<file path="src/rtl/fec_pkg.sv">
// Shared FEC types and constants for the uplink FEC controller.
package fec_pkg;

  localparam int unsigned UL_BYTES_PER_FRAME = 7;
  localparam int unsigned UL_HDR_LEN_LSB     = 0;
  localparam int unsigned UL_FEC_TO_W        = 8;

  typedef enum logic [2:0] {
    S_IDLE  = 3'd0,
    S_POP   = 3'd1,
    S_LATCH = 3'd2,
    S_DEC   = 3'd3,
    S_RESP  = 3'd4,
    S_OUT   = 3'd5
  } ul_fec_state_t;

endpackage

</file>
<file path="src/rtl/ul_fec_err_stats.sv">
// Saturating corrected / uncorrectable frame counters.
module ul_fec_err_stats (
  input  logic        clk,
  input  logic        rst_n,
  input  logic        cor_inc_i,
  input  logic        uncor_inc_i,
  output logic [15:0] cor_cnt_o,
  output logic [15:0] uncor_cnt_o
);

  localparam int unsigned CW = 16;

  logic [CW-1:0] cor_q;
  logic [CW-1:0] uncor_q;

  // Count one event per pulse, holding at all-ones.
  always_ff @(posedge clk or negedge rst_n) begin
    if (!rst_n) begin
      cor_q   <= '0;
      uncor_q <= '0;
    end else begin
      if (cor_inc_i && (cor_q != '1))     cor_q   <= cor_q + CW'(1);
      if (uncor_inc_i && (uncor_q != '1)) uncor_q <= uncor_q + CW'(1);
    end
  end

  assign cor_cnt_o   = cor_q;
  assign uncor_cnt_o = uncor_q;

endmodule

</file>
<file path="src/rtl/ul_fec_ctrl.sv">
// Uplink FEC controller: pops monitor frames, drives the header/data decoder,
// tracks message length and streams decoded beats to the host.
// Optional error counters: define UL_FEC_ERR_STATS_EN.
module ul_fec_ctrl
  import fec_pkg::*;
#(
  parameter int unsigned DW   = 56,
  parameter int unsigned LW   = 8,
  parameter int unsigned FAW  = 2,
  parameter int unsigned TO_W = UL_FEC_TO_W
) (
  input  logic           clk,
  input  logic           rst_n,
  input  logic [FAW-1:0] mon_level,
  output logic           mon_rd,
  input  logic           mon_enc_used,
  input  logic [DW-1:0]  mon_data,
  input  logic [7:0]     mon_crc,
  input  logic [7:0]     mon_row_p,
  input  logic [7:0]     mon_col_p,
  output logic           dec_start,
  output logic           dec_sel,
  output logic [DW-1:0]  dec_data,
  output logic [7:0]     dec_crc,
  output logic [7:0]     dec_row_p,
  output logic [7:0]     dec_col_p,
  input  logic           dec_done,
  input  logic [DW-1:0]  dec_out,
  input  logic           dec_cor,
  input  logic           dec_uncor,
  output logic           fec_done,
  output logic           fec_uncor_err,
  output logic           msg_done,
  output logic           out_valid,
  input  logic           out_ready,
  output logic [DW-1:0]  out_data,
  output logic [2:0]     out_nbytes,
  output logic           out_hdr,
  output logic           out_last,
  output logic           out_err,
  output logic [15:0]    cor_cnt,
  output logic [15:0]    uncor_cnt
);

  ul_fec_state_t state_q, state_d;

  logic           enc_q;
  logic [DW-1:0]  dec_data_q, dec_data_d;
  logic [7:0]     dec_crc_q, dec_crc_d, dec_row_q, dec_row_d, dec_col_q, dec_col_d;
  logic           enc_d;
  logic [TO_W-1:0] to_cnt_q, to_cnt_d;
  logic           mon_rd_q, mon_rd_d, dec_start_q, dec_start_d;
  logic           fec_done_q, fec_done_d, fec_uncor_q, fec_uncor_d;
  logic           msg_done_q, msg_done_d, drop_q, drop_d;
  logic [LW-1:0]  rem_len_q, rem_len_d;
  logic           out_valid_q, out_valid_d;
  logic [DW-1:0]  out_data_q, out_data_d;
  logic [2:0]     out_nbytes_q, out_nbytes_d;
  logic           out_hdr_q, out_hdr_d, out_last_q, out_last_d, out_err_q, out_err_d;

  logic [TO_W-1:0] to_inc;
  logic           to_hit, dec_fin, eff_uncor, eff_cor, mismatch, drop;
  logic [LW-1:0]  hdr_len, rem_new;
  logic [2:0]     n_c;
  logic           stat_cor_c, stat_uncor_c;

  // Decode outcome classification; a real decoder result beats a timeout.
  assign to_inc    = to_cnt_q + TO_W'(1);
  assign to_hit    = &to_inc;
  assign dec_fin   = (state_q == S_DEC) && (dec_done || to_hit);
  assign eff_uncor = dec_done ? dec_uncor : 1'b1;
  assign eff_cor   = dec_done & dec_cor;
  assign mismatch  = (enc_q != msg_done_q);
  assign drop      = mismatch || (enc_q && eff_uncor);
  assign hdr_len   = dec_out[UL_HDR_LEN_LSB +: LW];
  assign n_c       = (rem_len_q >= LW'(UL_BYTES_PER_FRAME)) ? 3'(UL_BYTES_PER_FRAME)
                                                            : rem_len_q[2:0];
  assign rem_new   = rem_len_q - LW'(n_c);
  assign stat_cor_c   = dec_fin && !mismatch && eff_cor;
  assign stat_uncor_c = dec_fin && (mismatch || eff_uncor);

  // Next-state logic.
  always_comb begin
    state_d = state_q;
    case (state_q)
      S_IDLE:  if (mon_level != '0) state_d = S_POP;
      S_POP:   state_d = S_LATCH;
      S_LATCH: state_d = S_DEC;
      S_DEC:   if (dec_fin) state_d = S_RESP;
      S_RESP:  state_d = drop_q ? S_IDLE : S_OUT;
      S_OUT:   if (out_ready) state_d = S_IDLE;
      default: state_d = S_IDLE;
    endcase
  end

  // Datapath and registered-output next values.
  always_comb begin
    enc_d        = enc_q;
    dec_data_d   = dec_data_q;
    dec_crc_d    = dec_crc_q;
    dec_row_d    = dec_row_q;
    dec_col_d    = dec_col_q;
    to_cnt_d     = to_cnt_q;
    msg_done_d   = msg_done_q;
    rem_len_d    = rem_len_q;
    drop_d       = drop_q;
    out_data_d   = out_data_q;
    out_nbytes_d = out_nbytes_q;
    out_hdr_d    = out_hdr_q;
    out_last_d   = out_last_q;
    out_err_d    = out_err_q;
    mon_rd_d     = (state_d == S_POP);
    dec_start_d  = (state_d == S_DEC) && (state_q != S_DEC);
    fec_done_d   = (state_d == S_RESP);
    out_valid_d  = (state_d == S_OUT);
    fec_uncor_d  = 1'b0;

    if (state_q == S_LATCH) begin
      enc_d      = mon_enc_used;
      dec_data_d = mon_data;
      dec_crc_d  = mon_crc;
      dec_row_d  = mon_enc_used ? {4'h0, mon_row_p[3:0]} : mon_row_p;
      dec_col_d  = mon_enc_used ? {4'h0, mon_col_p[3:0]} : mon_col_p;
      to_cnt_d   = '0;
    end else if (state_q == S_DEC) begin
      to_cnt_d = to_inc;
    end

    if (dec_fin) begin
      drop_d      = drop;
      fec_uncor_d = drop;
      if (mismatch) begin
        msg_done_d = 1'b1;
        rem_len_d  = '0;
      end else if (enc_q) begin
        if (!eff_uncor) begin
          rem_len_d    = hdr_len;
          msg_done_d   = (hdr_len == '0);
          out_data_d   = dec_out;
          out_nbytes_d = 3'd0;
          out_hdr_d    = 1'b1;
          out_last_d   = (hdr_len == '0);
          out_err_d    = 1'b0;
        end
      end else begin
        rem_len_d    = rem_new;
        msg_done_d   = (rem_new == '0);
        out_data_d   = dec_out;
        out_nbytes_d = n_c;
        out_hdr_d    = 1'b0;
        out_last_d   = (rem_new == '0);
        out_err_d    = eff_uncor;
      end
    end
  end

  // State and output registers.
  always_ff @(posedge clk or negedge rst_n) begin
    if (!rst_n) begin
      state_q      <= S_IDLE;
      enc_q        <= 1'b0;
      dec_data_q   <= '0;
      dec_crc_q    <= '0;
      dec_row_q    <= '0;
      dec_col_q    <= '0;
      to_cnt_q     <= '0;
      mon_rd_q     <= 1'b0;
      dec_start_q  <= 1'b0;
      fec_done_q   <= 1'b0;
      fec_uncor_q  <= 1'b0;
      msg_done_q   <= 1'b1;
      rem_len_q    <= '0;
      drop_q       <= 1'b0;
      out_valid_q  <= 1'b0;
      out_data_q   <= '0;
      out_nbytes_q <= '0;
      out_hdr_q    <= 1'b0;
      out_last_q   <= 1'b0;
      out_err_q    <= 1'b0;
    end else begin
      state_q      <= state_d;
      enc_q        <= enc_d;
      dec_data_q   <= dec_data_d;
      dec_crc_q    <= dec_crc_d;
      dec_row_q    <= dec_row_d;
      dec_col_q    <= dec_col_d;
      to_cnt_q     <= to_cnt_d;
      mon_rd_q     <= mon_rd_d;
      dec_start_q  <= dec_start_d;
      fec_done_q   <= fec_done_d;
      fec_uncor_q  <= fec_uncor_d;
      msg_done_q   <= msg_done_d;
      rem_len_q    <= rem_len_d;
      drop_q       <= drop_d;
      out_valid_q  <= out_valid_d;
      out_data_q   <= out_data_d;
      out_nbytes_q <= out_nbytes_d;
      out_hdr_q    <= out_hdr_d;
      out_last_q   <= out_last_d;
      out_err_q    <= out_err_d;
    end
  end

  assign mon_rd        = mon_rd_q;
  assign dec_start     = dec_start_q;
  assign dec_sel       = enc_q;
  assign dec_data      = dec_data_q;
  assign dec_crc       = dec_crc_q;
  assign dec_row_p     = dec_row_q;
  assign dec_col_p     = dec_col_q;
  assign fec_done      = fec_done_q;
  assign fec_uncor_err = fec_uncor_q;
  assign msg_done      = msg_done_q;
  assign out_valid     = out_valid_q;
  assign out_data      = out_data_q;
  assign out_nbytes    = out_nbytes_q;
  assign out_hdr       = out_hdr_q;
  assign out_last      = out_last_q;
  assign out_err       = out_err_q;

`ifdef UL_FEC_ERR_STATS_EN
  logic stat_cor_q, stat_uncor_q;

  // Stat pulses land in RESP so the counters step once per frame.
  always_ff @(posedge clk or negedge rst_n) begin
    if (!rst_n) begin
      stat_cor_q   <= 1'b0;
      stat_uncor_q <= 1'b0;
    end else begin
      stat_cor_q   <= stat_cor_c;
      stat_uncor_q <= stat_uncor_c;
    end
  end

  ul_fec_err_stats u_stats (
    .clk         (clk),
    .rst_n       (rst_n),
    .cor_inc_i   (stat_cor_q),
    .uncor_inc_i (stat_uncor_q),
    .cor_cnt_o   (cor_cnt),
    .uncor_cnt_o (uncor_cnt)
  );
`else
  logic unused_stats;
  assign unused_stats = stat_cor_c ^ stat_uncor_c;
  assign cor_cnt      = '0;
  assign uncor_cnt    = '0;
`endif

endmodule
</file>
<file path="config.mk">
export PLATFORM = sky130hd
export DESIGN_NAME = ul_fec_ctrl
export DESIGN_NICKNAME = d
export VERILOG_FILES = /design/src/rtl/fec_pkg.sv /design/src/rtl/ul_fec_err_stats.sv /design/src/rtl/ul_fec_ctrl.sv
export SDC_FILE = /design/constraint.sdc
export NUM_CORES = 1
export LEC_CHECK = 0
export CAP_MARGIN = 15
export CORE_MARGIN = 5
export CORE_UTILIZATION = 46
export DETAILED_ROUTE_END_ITERATION = 10
export GPL_TIMING_DRIVEN = 0
export PLACE_DENSITY = 0.87
export SLEW_MARGIN = 25
export SYNTH_ARGS = -nofsm -noshare
export SYNTH_HDL_FRONTEND = slang
export SYNTH_SLANG_ARGS = --single-unit
</file>
<file path="constraint.sdc">
create_clock -name clk -period 4.41 [get_ports clk]
set_input_delay 0.441 -clock clk [delete_from_list [all_inputs] [get_ports clk]]
set_output_delay 0.441 -clock clk [all_outputs]
set_load 0.005 [all_outputs]
</file>
==> reports/results.md <==
- **area of the die** 0.01868 mm2
- **transition time at the pin with the least slew margin** 0.6033 ns
- **status** finished with violations
- **proportion of layout cells with a drive suffix above 1** 0.1363
- **cells resized by post-CTS repair** 0
- **number of buffers created by CTS** 17
- **Peak supply drop** 0.3674 mV
- **met2 layer wire length in the routed design** 11,530 um
- **last weighted congestion value of the routability-driven placer** 0.8468
- **count of pins over their slew limit** 0
- **element type at the critical path start** flop
- **Int Pwr** 5083 uW
- **leading register cell type out of synthesis** sky130_fd_sc_hd__dfrtp_1
- **clock tree sinks** 169
- **detailed route wirelength on metal3** 2132 um
- **top layer reached by signal wires** met4
- **number of synthesized flops with an enable pin** 0
- **power density over cell area** 683.3 mW/mm2
- **final WL** 22,310 um
- **routed length per placed instance** 17.34 um
- **unique cell type count in the Yosys netlist** 65
- **fraction of registers with async set or reset after synthesis** 1.000
- **combinational group share of total power** 0.460
- **hold violation count in the final report** 7
- **arrival time at the worst endpoint** 3.61 ns
- **P_sw** 2641 uW
- **crit path time final** 3.271 ns
- **routed via count divided by cell count** 4.877
- **Tightest Hold Check Type** input pin to async pin
- **library cell appearing most often on the critical path** sky130_fd_sc_hd__clkbuf_1
- **Switching Fraction** 0.3420
- **max-capacitance violation count** 0
- **floorplan die width** 136.7 um
- **part of the total power dissipated in sequential elements** 0.351
- **drt first-iter violations** 372
- **post-place instance area** 0.01073 mm2
- **Tcrit/Tclk final** 0.7417
- **wire length of the first global-routing pass** 34,530 um
- **endpoint class of the critical path** flop
- **total via count after detailed routing** 6,277
- **Final Skew** 0.007566 ns
- **worst stage delay on the critical path** 0.45 ns
- **die height** 136.7 um
- **worst reg2reg path endpoint** msg_done
- **Top Ports** 326
- **remaining design rule violation count** 0
- **Required @ worst endpoint** 4.75 ns
- **class of the most critical setup path** flop to flop
- **average size of a mapped cell** 10.33 um2
- **vias in the first global route** 6,617
- **Area growth syn-to-layout** 53.09%
- **reported leakage power** 0.005296 uW
- **clock insertion delay at the later pin of the skew report** 0.42 ns
- **Clock Path Buffers** 2
- **CP delay by family, top** compound AO/OA/AOI/OAI gates
- **buffering stage count on the worst path with inverters included** 3
- **clock group share of total power** 0.189
- **mapped cell area** 0.007383 mm2
- **post-CTS setup repair buffer count** 0
- **Fmax achieved** 305.7 MHz
- **number of levels in the clock H-tree** 4
- **TritonCTS clock tree** built
- **core region area** 0.01583 mm2
- **antenna cell count** 0
- **utilization of the core after routing** 0.7142
- **count of buffers inserted at the top-level ports** 292
- **worst hold slack** -0.01994 ns
- **total of warnings raised by yosys** 0
- **flip-flop and latch count after synthesis** 169
- **endpoints failing setup** 0
- **flop-to-flop setup slack** 1.14 ns
- **area of all placed cells without fillers** 0.01130 mm2
- **std cell rows** 46
- **share of the yosys chip area belonging to registers** 0.5730
- **setup repair after global routing missed its margin** no
- **clock-pin slew on the worst setup and hold paths** 0.06 ns
- **number of hold-repair buffers added at the cts stage** 0
- **violations in the final reports** hold timing
- **initial core utilization** 0.4665
- **Antenna Violating Nets Remaining** 0
- **maximum number of pins on one net before global-route repair** 93
- **max-slew headroom at the worst pin** 0.5978
- **worst reg2reg path depth** 12
- **global route total overflow** 0
- **met1 WL** 8110 um
- **maximum fanout encountered on the critical timing path** 9
- **R2R Path Start** rem_len_q[1]
- **HPWL Detailed** 17,030 um
- **slowest library cell on the worst path** sky130_fd_sc_hd__a2111oi_0
- **instance count of the mapped netlist** 715
- **DRT Pass-1 Iters** 4
- **cells along the critical path** and3_1, clkbuf_1, or3b_1, buf_2, or2b_1, ha_1, clkbuf_1, a2111oi_0, o32ai_1, nor4_1, a31oi_1, a32oi_1
- **clock root buffer** sky130_fd_sc_hd__clkbuf_16
- **combined global-route utilization of all metal layers** 0.2394
- **total number of nets in the final design** 1,206
- **initial antenna violation count** 0
[kinds of logic (layout without fill, tap and decap cells)]
family	count (synthesis)	after routing	synth area share
AOI/OAI and AO/OA	72	72	0.07152
xor gates and xnor gates	2	2	0.002373
adders and majority gates	3	3	0.005084
buffers and inverters	86	411	0.06372
DFF	169	169	0.5730
muxes	65	65	0.09846
other	1	32	0.0005079
and+or+nand+nor	317	317	0.1854
[power by group through the flow]
stage / registers (uW) / clock network (uW) / logic, uW
finish: 2710 / 1460 / 3560
global route: 2800 / 1550 / 3890
CTS: 2710 / 1480 / 3600
detailed placement: 2720 / 0 / 3570
global placement: 2690 / 0 / 3460
floorplan: 2720 / 0 / 1490
[metal layers]
layer,track usage,vias to the layer above
met5,0,-
met4,0.07951,0
met3,0.09301,41
li1,-,2998
met1,0.2722,2995
met2,0.4129,243
[sequential cells by signal (all words and copies together) (netlist names), 3 cells and up]
register	cells
rem_len_q	8
dec_col_p	8
dec_data	56
to_cnt_q	8
out_data	56
state_q	3
dec_crc	8
dec_row_p	8
out_nbytes	3
[per-stage QoR]
| stage | TNS, ns | std cells | power [uW] | worst slack, ns | hold slack [ns] |
|---|---|---|---|---|---|
| finish | 0 | 1287 | 7724 | 1.139 | -0.01994 |
| global route | 0 | 1287 | 8237 | 0.6894 | 0.02059 |
| CTS | 0 | 1287 | 7793 | 1.252 | 0.001881 |
| detailed placement | 0 | 1255 | 6290 | 1.314 | 0.4525 |
| global placement | -689.58 | 1254 | 6146 | -4.104 | 0.4511 |
| floorplan | 0 | 746 | 4215 | 1.737 | 0.1454 |
[synthesized netlist by cell type (3+ instances only)]
cell / instances / share of area
sky130_fd_sc_hd__and2_1: 4 / 0.0034
sky130_fd_sc_hd__o2bb2ai_1: 3 / 0.0036
sky130_fd_sc_hd__nor2b_1: 3 / 0.0025
sky130_fd_sc_hd__clkbuf_1: 19 / 0.0097
sky130_fd_sc_hd__buf_4: 34 / 0.035
sky130_fd_sc_hd__o22ai_1: 3 / 0.0025
sky130_fd_sc_hd__mux2i_1: 4 / 0.0054
sky130_fd_sc_hd__nor2_1: 10 / 0.0051
sky130_fd_sc_hd__ha_1: 3 / 0.0051
sky130_fd_sc_hd__buf_2: 10 / 0.0068
sky130_fd_sc_hd__nand2_1: 250 / 0.13
sky130_fd_sc_hd__a22oi_1: 5 / 0.0051
sky130_fd_sc_hd__o21ai_0: 14 / 0.0095
sky130_fd_sc_hd__inv_1: 13 / 0.0066
sky130_fd_sc_hd__nor4_1: 4 / 0.0034
sky130_fd_sc_hd__nand3_1: 8 / 0.0054
sky130_fd_sc_hd__and3_1: 3 / 0.0025
sky130_fd_sc_hd__dfrtp_1: 168 / 0.57
sky130_fd_sc_hd__buf_1: 8 / 0.0041
sky130_fd_sc_hd__nand2b_1: 4 / 0.0034
sky130_fd_sc_hd__o311ai_0: 3 / 0.0036
sky130_fd_sc_hd__a21oi_1: 9 / 0.0061
sky130_fd_sc_hd__o31ai_1: 4 / 0.0041
sky130_fd_sc_hd__nor3_1: 6 / 0.0041
sky130_fd_sc_hd__nand3b_1: 10 / 0.010
sky130_fd_sc_hd__mux2_2: 59 / 0.090
[how the worst max path moves through the flow]
stage / cells after the start / from / endpoint / slack (ns)
finish: 12 / rem_len_q[1] / msg_done / 1.14
global route: 12 / rem_len_q[1] / msg_done / 0.69
CTS: 12 / rem_len_q[1] / msg_done / 1.25
detailed placement: 12 / rem_len_q[1] / msg_done / 1.31
global placement: 1 / rst_n / dec_data[10] / -4.10
floorplan: 11 / rem_len_q[5] / rem_len_q[4] / 1.74
[cell type report]
type | count | area, um2
fillers | 1118 | 4524
flip-flops and latches | 169 | 4230
repair buffers | 293 | 2955
multi-input cells | 491 | 2799
clock buffers | 23 | 488.0
plain buffers | 72 | 417.9
well taps | 216 | 270.3
clock inverters | 9 | 90.09
inverters | 14 | 52.55
[cells in the final DEF, fill, tap and decap left out, types with 3 or more instances in the layout]
master	netlist	routed
sky130_fd_sc_hd__nor2b_1	3	3
sky130_fd_sc_hd__nor2_1	10	10
sky130_fd_sc_hd__mux2_2	59	59
sky130_fd_sc_hd__clkbuf_16	0	17
sky130_fd_sc_hd__nand3b_1	10	10
sky130_fd_sc_hd__buf_2	10	10
sky130_fd_sc_hd__and3_1	3	3
sky130_fd_sc_hd__nor4_1	4	4
sky130_fd_sc_hd__clkbuf_1	19	21
sky130_fd_sc_hd__mux2i_1	4	4
sky130_fd_sc_hd__nand2_1	250	250
sky130_fd_sc_hd__dfrtp_1	168	168
sky130_fd_sc_hd__clkdlybuf4s50_1	0	291
sky130_fd_sc_hd__clkbuf_8	0	4
sky130_fd_sc_hd__o31ai_1	4	4
sky130_fd_sc_hd__inv_1	13	13
sky130_fd_sc_hd__a22oi_1	5	5
sky130_fd_sc_hd__buf_4	34	34
sky130_fd_sc_hd__and2_1	4	4
sky130_fd_sc_hd__nor3_1	6	6
sky130_fd_sc_hd__ha_1	3	3
sky130_fd_sc_hd__a21oi_1	9	9
sky130_fd_sc_hd__o22ai_1	3	3
sky130_fd_sc_hd__nand2b_1	4	4
sky130_fd_sc_hd__clkinvlp_4	0	5
sky130_fd_sc_hd__conb_1	1	32
sky130_fd_sc_hd__o2bb2ai_1	3	3
sky130_fd_sc_hd__buf_1	8	8
sky130_fd_sc_hd__o311ai_0	3	3
sky130_fd_sc_hd__o21ai_0	14	14
sky130_fd_sc_hd__nand3_1	8	8
(Power assumes the default switching activity.)
